`src/rtl/seg_pkg.sv`:
```
// Shared constants and types for the two-digit seven-segment display arbiter.
// Segment bit set = segment lit (common cathode).
package seg_pkg;

  localparam logic [8:0] SEG_BLANK = 9'h000;
  localparam logic [8:0] SEG_DASH  = 9'h040;

  localparam logic [8:0] SEG_DIGIT [0:9] = '{
    9'h03f, 9'h006, 9'h05b, 9'h04f, 9'h066,
    9'h06d, 9'h07d, 9'h007, 9'h07f, 9'h06f
  };

  typedef enum logic [1:0] {
    SHOW_CNT = 2'd0,
    SHOW_MSG = 2'd1,
    GAP      = 2'd2
  } state_e;

  // Anything outside 0..9 decodes to blank rather than garbage.
  function automatic logic [8:0] digit_code(input logic [6:0] d);
    digit_code = SEG_BLANK;
    for (int i = 0; i < 10; i++) begin
      if (d == 7'(i)) digit_code = SEG_DIGIT[i];
    end
  endfunction

endpackage

```
`src/rtl/seg_encode.sv`:
```
// Combinational 7-bit value to {tens, ones} segment patterns.
// 100..127 show dashes; optional leading-zero blanking for 0..9.
module seg_encode
  import seg_pkg::*;
#(
  parameter bit LZ_BLANK = 1'b1
) (
  input  logic [6:0] value_i,
  output logic [8:0] tens_o,
  output logic [8:0] ones_o
);

  logic [6:0] tens_w;
  logic [6:0] ones_w;

  assign tens_w = value_i / 7'd10;
  assign ones_w = value_i % 7'd10;

  always_comb begin
    // NOTE: every output gets a value on every path, so no latch is inferred.
    tens_o = digit_code(tens_w);
    ones_o = digit_code(ones_w);
    if (value_i > 7'd99) begin
      tens_o = SEG_DASH;
      ones_o = SEG_DASH;
    end else if (LZ_BLANK && (value_i < 7'd10)) begin
      tens_o = SEG_BLANK;
    end
  end

endmodule

```
`src/rtl/seg_display_arbiter.sv`:
```
// Shares the two-digit display between the tap counter (default owner) and a
// timed message source with optional blink, followed by a blank gap.
module seg_display_arbiter
  import seg_pkg::*;
#(
  parameter int unsigned HOLD_CYCLES  = 24_000_000,
  parameter int unsigned BLINK_CYCLES = 3_000_000,
  parameter int unsigned GAP_CYCLES   = 1_200_000,
  parameter bit          LZ_BLANK     = 1'b1
) (
  input  logic       clk,
  input  logic       rst,
  input  logic [6:0] cnt_value,
  input  logic       msg_valid,
  input  logic [6:0] msg_data,
  input  logic       msg_blink,
  output logic       msg_ready,
  input  logic       msg_cancel,
  output logic [8:0] seg0,
  output logic [8:0] seg1,
  output logic       disp_owner
);

  localparam int unsigned MAX_C = (HOLD_CYCLES > GAP_CYCLES) ? HOLD_CYCLES : GAP_CYCLES;
  localparam int unsigned TW    = (MAX_C > 1) ? $clog2(MAX_C) : 1;
  localparam int unsigned PW    = (BLINK_CYCLES > 1) ? $clog2(BLINK_CYCLES) : 1;

  localparam logic [TW-1:0] HOLD_LOAD  = TW'(HOLD_CYCLES - 1);
  localparam logic [TW-1:0] GAP_LOAD   = TW'(GAP_CYCLES - 1);
  localparam logic [PW-1:0] BLINK_LOAD = PW'(BLINK_CYCLES - 1);

  state_e        state_q, state_d;
  logic [TW-1:0] timer_q, timer_d;
  logic [PW-1:0] phase_cnt_q, phase_cnt_d;
  logic          phase_q, phase_d;
  logic [6:0]    msg_data_q, msg_data_d;
  logic          msg_blink_q, msg_blink_d;
  logic [8:0]    seg0_q, seg0_d;
  logic [8:0]    seg1_q, seg1_d;
  logic          owner_q, owner_d;

  logic [6:0]    enc_value;
  logic [8:0]    enc_tens;
  logic [8:0]    enc_ones;

  assign msg_ready = (state_q == SHOW_CNT);

  always_comb begin
    state_d     = state_q;
    timer_d     = timer_q;
    phase_cnt_d = phase_cnt_q;
    phase_d     = phase_q;
    msg_data_d  = msg_data_q;
    msg_blink_d = msg_blink_q;
    case (state_q)
      SHOW_CNT: begin
        // Cancel is meaningless here, even alongside an accepted request.
        if (msg_valid) begin
          state_d     = SHOW_MSG;
          timer_d     = HOLD_LOAD;
          msg_data_d  = msg_data;
          msg_blink_d = msg_blink;
          phase_cnt_d = BLINK_LOAD;
          phase_d     = 1'b0;
        end
      end
      SHOW_MSG: begin
        if (phase_cnt_q == '0) begin
          phase_cnt_d = BLINK_LOAD;
          phase_d     = ~phase_q;
        end else begin
          phase_cnt_d = phase_cnt_q - 1'b1;
        end
        if (msg_cancel) begin
          state_d = SHOW_CNT;
        end else if (timer_q == '0) begin
          state_d = GAP;
          timer_d = GAP_LOAD;
        end else begin
          timer_d = timer_q - 1'b1;
        end
      end
      GAP: begin
        if (msg_cancel || (timer_q == '0)) begin
          state_d = SHOW_CNT;
        end else begin
          timer_d = timer_q - 1'b1;
        end
      end
      default: state_d = SHOW_CNT;
    endcase
  end

  assign enc_value = (state_q == SHOW_MSG) ? msg_data_q : cnt_value;

  seg_encode #(.LZ_BLANK(LZ_BLANK)) u_encode (
    .value_i (enc_value),
    .tens_o  (enc_tens),
    .ones_o  (enc_ones)
  );

  always_comb begin
    seg1_d  = enc_tens;
    seg0_d  = enc_ones;
    owner_d = 1'b0;
    case (state_q)
      SHOW_MSG: begin
        owner_d = 1'b1;
        if (msg_blink_q && phase_q) begin
          seg1_d = SEG_BLANK;
          seg0_d = SEG_BLANK;
        end
      end
      GAP: begin
        owner_d = 1'b1;
        seg1_d  = SEG_BLANK;
        seg0_d  = SEG_BLANK;
      end
      default: ;
    endcase
  end

  // NOTE: sequential state uses non-blocking assignments so every register
  // samples pre-edge values, independent of statement order.
  always_ff @(posedge clk or negedge rst) begin
    if (!rst) begin
      state_q     <= SHOW_CNT;
      timer_q     <= '0;
      phase_cnt_q <= '0;
      phase_q     <= 1'b0;
      msg_data_q  <= '0;
      msg_blink_q <= 1'b0;
      seg0_q      <= SEG_BLANK;
      seg1_q      <= SEG_BLANK;
      owner_q     <= 1'b0;
    end else begin
      state_q     <= state_d;
      timer_q     <= timer_d;
      phase_cnt_q <= phase_cnt_d;
      phase_q     <= phase_d;
      msg_data_q  <= msg_data_d;
      msg_blink_q <= msg_blink_d;
      seg0_q      <= seg0_d;
      seg1_q      <= seg1_d;
      owner_q     <= owner_d;
    end
  end

  assign seg0       = seg0_q;
  assign seg1       = seg1_q;
  assign disp_owner = owner_q;

endmodule

```
`config.mk`:
```
export PLATFORM = sky130hd
export DESIGN_NAME = seg_display_arbiter
export DESIGN_NICKNAME = d
export VERILOG_FILES = /design/src/rtl/seg_pkg.sv /design/src/rtl/seg_encode.sv /design/src/rtl/seg_display_arbiter.sv
export SDC_FILE = /design/constraint.sdc
export NUM_CORES = 1
export LEC_CHECK = 0
export ABC_AREA = 1
export CORE_UTILIZATION = 60
export DETAILED_ROUTE_END_ITERATION = 10
export DONT_BUFFER_PORTS = 1
export PLACE_DENSITY = 0.78
export SYNTH_ARGS = -nofsm -noshare
export SYNTH_HDL_FRONTEND = slang
export SYNTH_SLANG_ARGS = --single-unit
```
`constraint.sdc`:
```
create_clock -name clk -period 6.78 [get_ports clk]
set_input_delay 1.356 -clock clk [delete_from_list [all_inputs] [get_ports clk]]
set_output_delay 1.356 -clock clk [all_outputs]
set_load 0.02 [all_outputs]
```
==> results of run 1 <==
[Yosys cell counts (7+ instances only)]
cell type	n
nand4_1	10
nand2_2	18
inv_1	87
ha_1	9
dfrtp_1	73
a21oi_1	29
nand2_1	144
nand2_4	7
nand3_1	40
nor3_1	15
nor2_1	98
o21ai_0	27
inv_2	7
xor2_1	18
[critical path: cells and delay by family, from the launching register on]
family | cells | cell delay, ns
AOI/OAI and AO/OA | 1 | 0.24
adders and majority gates | 3 | 0.93
buffers and inverters | 5 | 0.70
DFF | 1 | 0.42
and+or+nand+nor | 21 | 2.48
[registers in the layout, summed over array words and instances, names as in the netlist]
name         count
disp_owner       1
phase_cnt_q     22
timer_q         25
state_q          2
phase_q          1
msg_data_q       7
seg1             7
msg_blink_q      1
seg0             7
[path summary, 6_finish.rpt]
| check | to | slack [ns] | cells past startpoint |
|---|---|---|---|
| max | seg0[5]$_DFF_PN0_ | 1.91 | 30 |
| min | msg_data_q[4]$_DFFE_PN0P_ | 0.49 | 2 |
| max reg2reg | seg0[5]$_DFF_PN0_ | 1.91 | 30 |
| min reg2reg | msg_data_q[4]$_DFFE_PN0P_ | 0.49 | 2 |
| max in group asynchronous | seg1[4]$_DFF_PN0_ | 5.97 | 0 |
| min in group asynchronous | timer_q[23]$_DFFE_PN0P_ | 0.69 | 0 |
[stage by stage]
stage / util / std cells
final: 0.657 / 772
after global routing: 0.657 / 772
after CTS: 0.657 / 772
after detailed placement: 0.629 / 756
after global placement: 0.629 / 756
after floorplan: - / 664
[cell type report]
| type | count | area share |
|---|---|---|
| tap | 102 | 0.0252 |
| sequential | 73 | 0.360 |
| multi-input combinational | 484 | 0.502 |
| clock inverter | 6 | 0.0163 |
| clock buffer | 10 | 0.0252 |
| inverter | 97 | 0.0718 |
[layout by cell type (no fill, tap or decap), types with 4 or more instances in the layout]
cell type	netlist	routed
nand2_1	144	144
nor2_1	98	98
inv_1	87	87
dfrtp_1	73	73
nand3_1	40	40
a21oi_1	29	29
o21ai_0	27	27
nand2_2	18	18
xor2_1	18	18
nor3_1	15	15
nand4_1	10	10
ha_1	9	9
clkbuf_8	0	9
inv_2	7	7
nand2_4	7	7
or2_2	5	5
o211ai_1	5	5
a31oi_1	5	5
xnor2_1	5	5
nor4_1	4	4
conb_1	1	4
[metal layers]
layer  global-route usage  vias to the layer above
met1                0.340                     1960
met4                0.128                        0
met2                0.464                       76
li1                     -                     2122
met3               0.0444                       26
met5                    0                        -
[logic make-up after synthesis]
group | count (synthesis) | share of synthesized area
compound gates | 93 | 0.119
xor+xnor | 23 | 0.0420
fa+ha+maj | 9 | 0.0235
buf+inv | 107 | 0.0908
flops | 73 | 0.381
other cells | 1 | 0.000782
simple gates | 355 | 0.343
==> flow_summary.toml, run 1 <==
[outcome]
status = "completed"

[logic_synthesis]
ys_warn_count = 0
synthFlopType = "dfrtp_1"
synth_top_cell_by_area = "dfrtp_1"
synth-edff-count = 0
synthTopCellsByArea = "dfrtp_1, nand2_1, nor2_1"
synth_area_per_cell_um2 = 7.26
synth_top_area_share = 0.381
yosysSeqAreaShare = 0.381
synth_cell_types = 46
netlist_instances = 661
async_reset_ff_frac = 1.00
synth-seq-cells = 73
synth_area_mm2 = 0.00480

[floorplan]
die_x_um = 91.4
start_util = 0.621
rows = 32
chipHeight_um = 91.4
core_mm2 = 0.00773
dieArea_mm2 = 0.00835
ios = 39

[timing]
fin_crit_sh = 0.719
setup_viol = 0
rsz0062_at_grt = "no"
fmax_ghz = 0.205
fin_worst_skew_ns = 0.00975
hold_viol = 0
period_minus_slack_ns = 4.87
worst_pin_slew_ns = 1.15
setup_ws_ns = 1.91
timing.hold.ws_ns = 0.489
slew_headroom = 0.223
slew_violations = 0
tns_ns = 0

[clock_tree]
clk_pin_slew_ns = 0.08
cts_buffers = 9
cts.sinks = 73
cts_resized = 0
clk_latency_ns = 0.35
max-clock-path-buffers = 2
root_buffer = "clkbuf_8"
cts_tree = "built"
cts_setup_buffers = 0
htreeDepth = 3
ctsHoldBuffers = 0

[drt]
wl_per_cell_um = 13.5
drt-initial-drc-count = 258
vias = 4184
vias_per_cell = 5.42
drt-met1-wl_um = 4650
routed.top_layer = "met4"
wl_um = 10400
routed-wl-met3_um = 263
route.detailed.drc = 0
dr_wl_met2_um = 5190
first_pass_iters = 4
drt.antenna.violating_nets = 0

[critical_path]
endpoint_kind = "register"
worst-path-max-fanout = 14
max_stage_delay_ns = 0.50
crit_arrival_ns = 5.10
cp-start-kind = "register"
critPathRequiredTime_ns = 7.01
cp_common_cell = "nand2_1"
reg2reg_from = "state_q[1]$_DFFE_PN0P_"
path_class = "reg -> reg"
worst_setup_path_startpoint = "state_q[1]$_DFFE_PN0P_"
crit_slowest_cell = "ha_1"

[placed_design]
place_ws_ns = 1.89
dp_hpwl_um = 7740
port_buffers = 0
place_area_mm2 = 0.00486
place.gp.congestion = 0.928

[finish]
drive_gt1_frac = 0.103
fillCellCount = 662
postLayoutCellArea_mm2 = 0.00507
multi_input_area_mm2 = 0.00254
antenna_cells = 0
area_delta_synth_final_pct = 5.79
final_net_count = 693
seq_area_mm2 = 0.00183

[run]
maxCapViolCount = 0

[grt]
grt_max_degree = 74
grt_pass1_wl_um = 18400
grt_usage = 0.274
grt_pass1_vias = 4186
antenna_found_initial = 0
gr-total-overflow = 0

[hold_path]
min_path_type = "reg -> reg"
hp-start = "msg_data_q[4]$_DFFE_PN0P_"
Power of run 1 is not shown: default switching activity piles up to over one toggle a cycle in this logic, so the estimate is an artifact.
==> inputs of run 2 (changes only) <==
Settings changed: ABC_AREA 1 to 0.
Clock period 6.78 ns to 4.51 ns, I/O delays scaled along.
==> flow_summary.toml, run 2 <==
[placed_design]
dp_hpwl_um = 8970
place.gp.congestion = 0.950
place_ws_ns = -0.0560
port_buffers = 0
place_inst = 688

[floorplan]
ios = 39
core_mm2 = 0.00785
start_util = 0.632
die_x_um = 92.9
rows = 32
chipHeight_um = 92.9
dieArea_mm2 = 0.00863

[logic_synthesis]
synth_area_per_cell_um2 = 8.81
synthFlopType = "dfrtp_1"
yosys-top-cells-count = "dfrtp_1, nor2_1, nand2_1"
netlist_instances = 563
yosysSeqAreaShare = 0.368
synth_most_common_cell = "dfrtp_1"
synth_top_cell_by_area = "dfrtp_1"
synth_cell_types = 85
synthTopCellsByArea = "dfrtp_1, o21ai_0, a21oi_1"
async_reset_ff_frac = 1.00
ys_warn_count = 0
synth_top_area_share = 0.368
synth-edff-count = 0
synth-seq-cells = 73
synth_area_mm2 = 0.00496

[timing]
worst_pin_slew_ns = 0.938
slew_violations = 0
period_minus_slack_ns = 4.29
fmax_ghz = 0.233
slew_headroom = 0.373
setup_ws_ns = 0.216
fin_worst_skew_ns = 0.0134
tns_ns = 0
setup_viol = 0
hold_viol = 0
fin_crit_sh = 0.952

[clock_tree]
ctsHoldBuffers = 0
cts_buffers = 9
clk_pin_slew_ns = 0.09
cts_tree = "built"
htreeDepth = 3
clk_latency_ns = 0.35
max-clock-path-buffers = 2
cts.sinks = 73
root_buffer = "clkbuf_8"

[critical_path]
worst-path-max-fanout = 18
crit_arrival_ns = 4.56
critPathRequiredTime_ns = 4.77
cp_common_cell = "buf_4"
path_cells = "ha_4 -> buf_4 -> or3_1 -> o31ai_4 -> buf_4 -> nand3_1 -> a31o_1 -> a41oi_1 -> a31o_2 -> ha_1 -> a31oi_2 -> a211oi_4 -> o211a_1 -> a21oi_1 -> or3_4 -> a22o_1 -> a31oi_1"
crit_slowest_cell = "dfrtp_1"
cp-start-kind = "register"
path_class = "reg -> reg"
max_stage_delay_ns = 0.45
endpoint_kind = "register"

[grt]
grt_pass1_wl_um = 20400
grt_max_degree = 74
grt_usage = 0.297
gr-total-overflow = 0
grt_pass1_vias = 4227
antenna_found_initial = 0

[drt]
drt-initial-drc-count = 241
wl_per_cell_um = 17.3
vias = 4477
vias_per_cell = 6.31
wl_um = 12300
drt.antenna.violating_nets = 0
first_pass_iters = 5
route.detailed.drc = 0

[outcome]
status = "completed"

[finish]
area_delta_synth_final_pct = 13.5
regMostFlops = "timer_q"
final_net_count = 630
largest_reg_flops = 25
top_regs = "timer_q (25), phase_cnt_q (22)"
antenna_cells = 0
stdcell_count = 709
final_cell_mix = "dfrtp_1, nor2_1, nand2_1"
final_common_cell = "dfrtp_1"
drive_gt1_frac = 0.208

[run]
maxCapViolCount = 0

[hold_path]
min_path_type = "in -> async"
## run 2: layout make-up
cell class | count | area [µm²]
Clock inverter | 7 | 61.3
Multi-Input combinational cell | 454 | 3070
Sequential cell | 73 | 1830
Clock buffer | 9 | 124
Timing Repair Buffer | 47 | 357
Fill cell | 600 | 2220
Inverter | 17 | 63.8
Tap cell | 102 | 128
## run 2: worst max-delay path, delay by kind of cell, from the launching register on
kind / cells / cell delay (ns)
flops: 1 / 0.45
fa+ha+maj: 2 / 0.40
buf+inv: 2 / 0.39
compound gates: 10 / 1.98
simple gates: 3 / 0.98
## run 2: final timing paths
kind / slack, ns / start / endpoint / cells after the start
worst max-delay path: 0.22 / state_q[0]$_DFFE_PN0P_ / seg0[6]$_DFF_PN0_ / 17
worst min-delay path: 0.24 / rst / phase_cnt_q[16]$_DFFE_PN0P_ / 0
worst max register to register: 0.22 / state_q[0]$_DFFE_PN0P_ / seg0[6]$_DFF_PN0_ / 17
worst min register to register: 0.51 / phase_cnt_q[0]$_DFFE_PN0P_ / phase_cnt_q[0]$_DFFE_PN0P_ / 1
max in group asynchronous: 4.15 / rst / timer_q[7]$_DFFE_PN0P_ / 0
min in group clk: 0.51 / phase_cnt_q[0]$_DFFE_PN0P_ / phase_cnt_q[0]$_DFFE_PN0P_ / 1
## run 2: cell families after synthesis
logic type	count (synthesis)	share of synthesized area
buffers and inverters	39	0.0358
multiplexers	20	0.0500
other	1	0.000756
AO/OA/AOI/OAI	193	0.274
flip-flops	73	0.368
adder cells (fa/ha/maj)	9	0.0227
AND/OR/NAND/NOR	212	0.217
XOR/XNOR	16	0.0313
## run 2: repair_timing
item / CTS / global route
endpoints found under the setup margin: 1 / 9
resized for setup: 1 / 20
pin swaps: 0 / 3
setup buffers: 0 / 5
## run 2: metal layers
| metal | vias to the layer above | part of all wire | GRT usage |
|---|---|---|---|
| met2 | 144 | 0.48 | 0.491 |
| met4 | 0 | 0.011 | 0.0872 |
| li1 | 2182 | - | - |
| met1 | 2135 | 0.46 | 0.405 |
| met3 | 16 | 0.046 | 0.0411 |
| met5 | - | 0 | 0 |
## run 2: stage by stage
stage,instance area [µm²],utilization,hold WS (ns)
5_1_grt,5630,0.717,0.217
3_3_place_gp,5300,0.675,0.478
3_5_place_dp,5300,0.675,0.485
2_1_floorplan,4970,-,0.450
6_report,5630,0.717,0.237
4_1_cts,5490,0.699,0.224
Power of run 2 is left out for the same reason.
==> inputs of run 3 (changes only) <==
Clock period 4.51 ns to 4.9 ns, I/O delays scaled along.
==> flow_summary.toml, run 3 (synthesized netlist as in run 2, its figures left out) <==
[critical_path]
endpoint_kind = "register"
crit_slowest_cell = "a21oi_1"
worst-path-max-fanout = 10
path_cells = "inv_2 -> ha_4 -> mux2_4 -> nor3_1 -> nor2_1 -> ha_2 -> buf_4 -> a21oi_1 -> a41oi_1 -> a31o_2 -> ha_1 -> buf_4 -> o31a_1 -> o211ai_1 -> o211ai_1 -> a211oi_2 -> and2_1 -> nor2_1 -> a211oi_1"
critPathRequiredTime_ns = 5.14
path_buf_inv = 3
cp-start-kind = "register"
path_class = "reg -> reg"
max_stage_delay_ns = 0.48
crit_arrival_ns = 4.88
path_delay_family = "compound AO/OA/AOI/OAI gates"

[grt]
grt_usage = 0.299
grt_pass1_wl_um = 20400
grt_pass1_vias = 4293
gr-total-overflow = 0
antenna_found_initial = 0
grt_max_degree = 74

[floorplan]
die_x_um = 92.9
start_util = 0.632
rows = 32
core_mm2 = 0.00785
dieArea_mm2 = 0.00863
chipHeight_um = 92.9
ios = 39

[timing]
fin_crit_sh = 0.946
fin_worst_skew_ns = 0.0194
setup_viol = 0
slew_violations = 0
fmax_ghz = 0.216
slew_headroom = 0.282
rsz0062_at_grt = "no"
worst_pin_slew_ns = 1.06
hold_viol = 0
period_minus_slack_ns = 4.64
tns_ns = 0

[finish]
antenna_cells = 0
multi_input_area_mm2 = 0.00301
largest_reg_flops = 25
final_cell_mix = "dfrtp_1, nor2_1, nand2_1"
regMostFlops = "timer_q"
area_delta_synth_final_pct = 9.87
drive_gt1_frac = 0.168
final_net_count = 606
top_regs = "timer_q (25), phase_cnt_q (22)"
final_common_cell = "dfrtp_1"
postLayoutCellArea_mm2 = 0.00545
fin_util = 0.694
fillCellCount = 647
seq_area_mm2 = 0.00183

[clock_tree]
clk_latency_ns = 0.36
ctsHoldBuffers = 0
root_buffer = "clkbuf_8"
clk_pin_slew_ns = 0.09
cts_buffers = 9
max-clock-path-buffers = 2
htreeDepth = 3
cts_tree = "built"
cts.sinks = 73

[drt]
wl_um = 12000
vias = 4406
first_pass_iters = 5
route.detailed.drc = 0
drt-initial-drc-count = 279
drt.antenna.violating_nets = 0
vias_per_cell = 6.43
wl_per_cell_um = 17.6

[placed_design]
place_area_mm2 = 0.00513
place.gp.congestion = 0.964
port_buffers = 0
dp_hpwl_um = 8590

[hold_path]
min_path_type = "in -> async"

[outcome]
status = "completed"

[run]
maxCapViolCount = 0
## run 3: changes by cell type in the layout (fill, tap and decap cells not counted), sizes merged
cell and change:
buf -24, bufinv +3, clkinvlp -2, inv -2
clkinv +1
## run 3: worst paths after layout
| check | startpoint | to | slack, ns | cells after the start |
|---|---|---|---|---|
| max | state_q[1]$_DFFE_PN0P_ | seg0[4]$_DFF_PN0_ | 0.26 | 19 |
| min | rst | seg0[4]$_DFF_PN0_ | 0.30 | 0 |
| max reg2reg | state_q[1]$_DFFE_PN0P_ | seg0[4]$_DFF_PN0_ | 0.26 | 19 |
| min reg2reg | phase_cnt_q[6]$_DFFE_PN0P_ | phase_cnt_q[6]$_DFFE_PN0P_ | 0.49 | 2 |
| max in group asynchronous | rst | timer_q[6]$_DFFE_PN0P_ | 4.44 | 0 |
| min in group clk | phase_cnt_q[6]$_DFFE_PN0P_ | phase_cnt_q[6]$_DFFE_PN0P_ | 0.49 | 2 |
## run 3: routing by layer
metal / routed length, µm / vias to the layer above / GRT usage
li1: - / 2136 / -
met1: 5310 / 2105 / 0.386
met2: 5720 / 142 / 0.491
met3: 723 / 23 / 0.0764
met4: 276 / 0 / 0.0949
met5: 0 / - / 0
## run 3: layout make-up
class / count / share of cell area
multi-input combinational: 454 / 0.552
inverter: 17 / 0.0117
clock inverter: 7 / 0.0230
timing repair buffer: 23 / 0.0317
sequential: 73 / 0.335
tap: 102 / 0.0234
clock buffer: 9 / 0.0227
## run 3: worst reg2reg max path, delay by kind of cell (launching register included)
| kind | cells | cell delay (ns) |
|---|---|---|
| muxes | 1 | 0.36 |
| buffers and inverters | 3 | 0.45 |
| AOI/OAI and AO/OA | 8 | 2.04 |
| DFF | 1 | 0.44 |
| adders and majority gates | 3 | 0.66 |
| and+or+nand+nor | 4 | 0.57 |
## run 3: through the flow
step | setup slack (ns) | hold slack, ns | std cells
6_report | 0.265 | 0.304 | 685
5_1_grt | 0.0000888 | 0.279 | 685
3_3_place_gp | 0.192 | 0.476 | 666
2_1_floorplan | 0.383 | 0.450 | 566
4_1_cts | 0.0165 | 0.291 | 682
3_5_place_dp | 0.0481 | 0.477 | 666
## run 3: what timing repair did
item	CTS	global route
endpoints found under the hold margin	0	0
gates resized for setup	0	9
setup buffers	0	3
endpoints found under the setup margin	0	8
Power of run 3 is left out for the same reason.
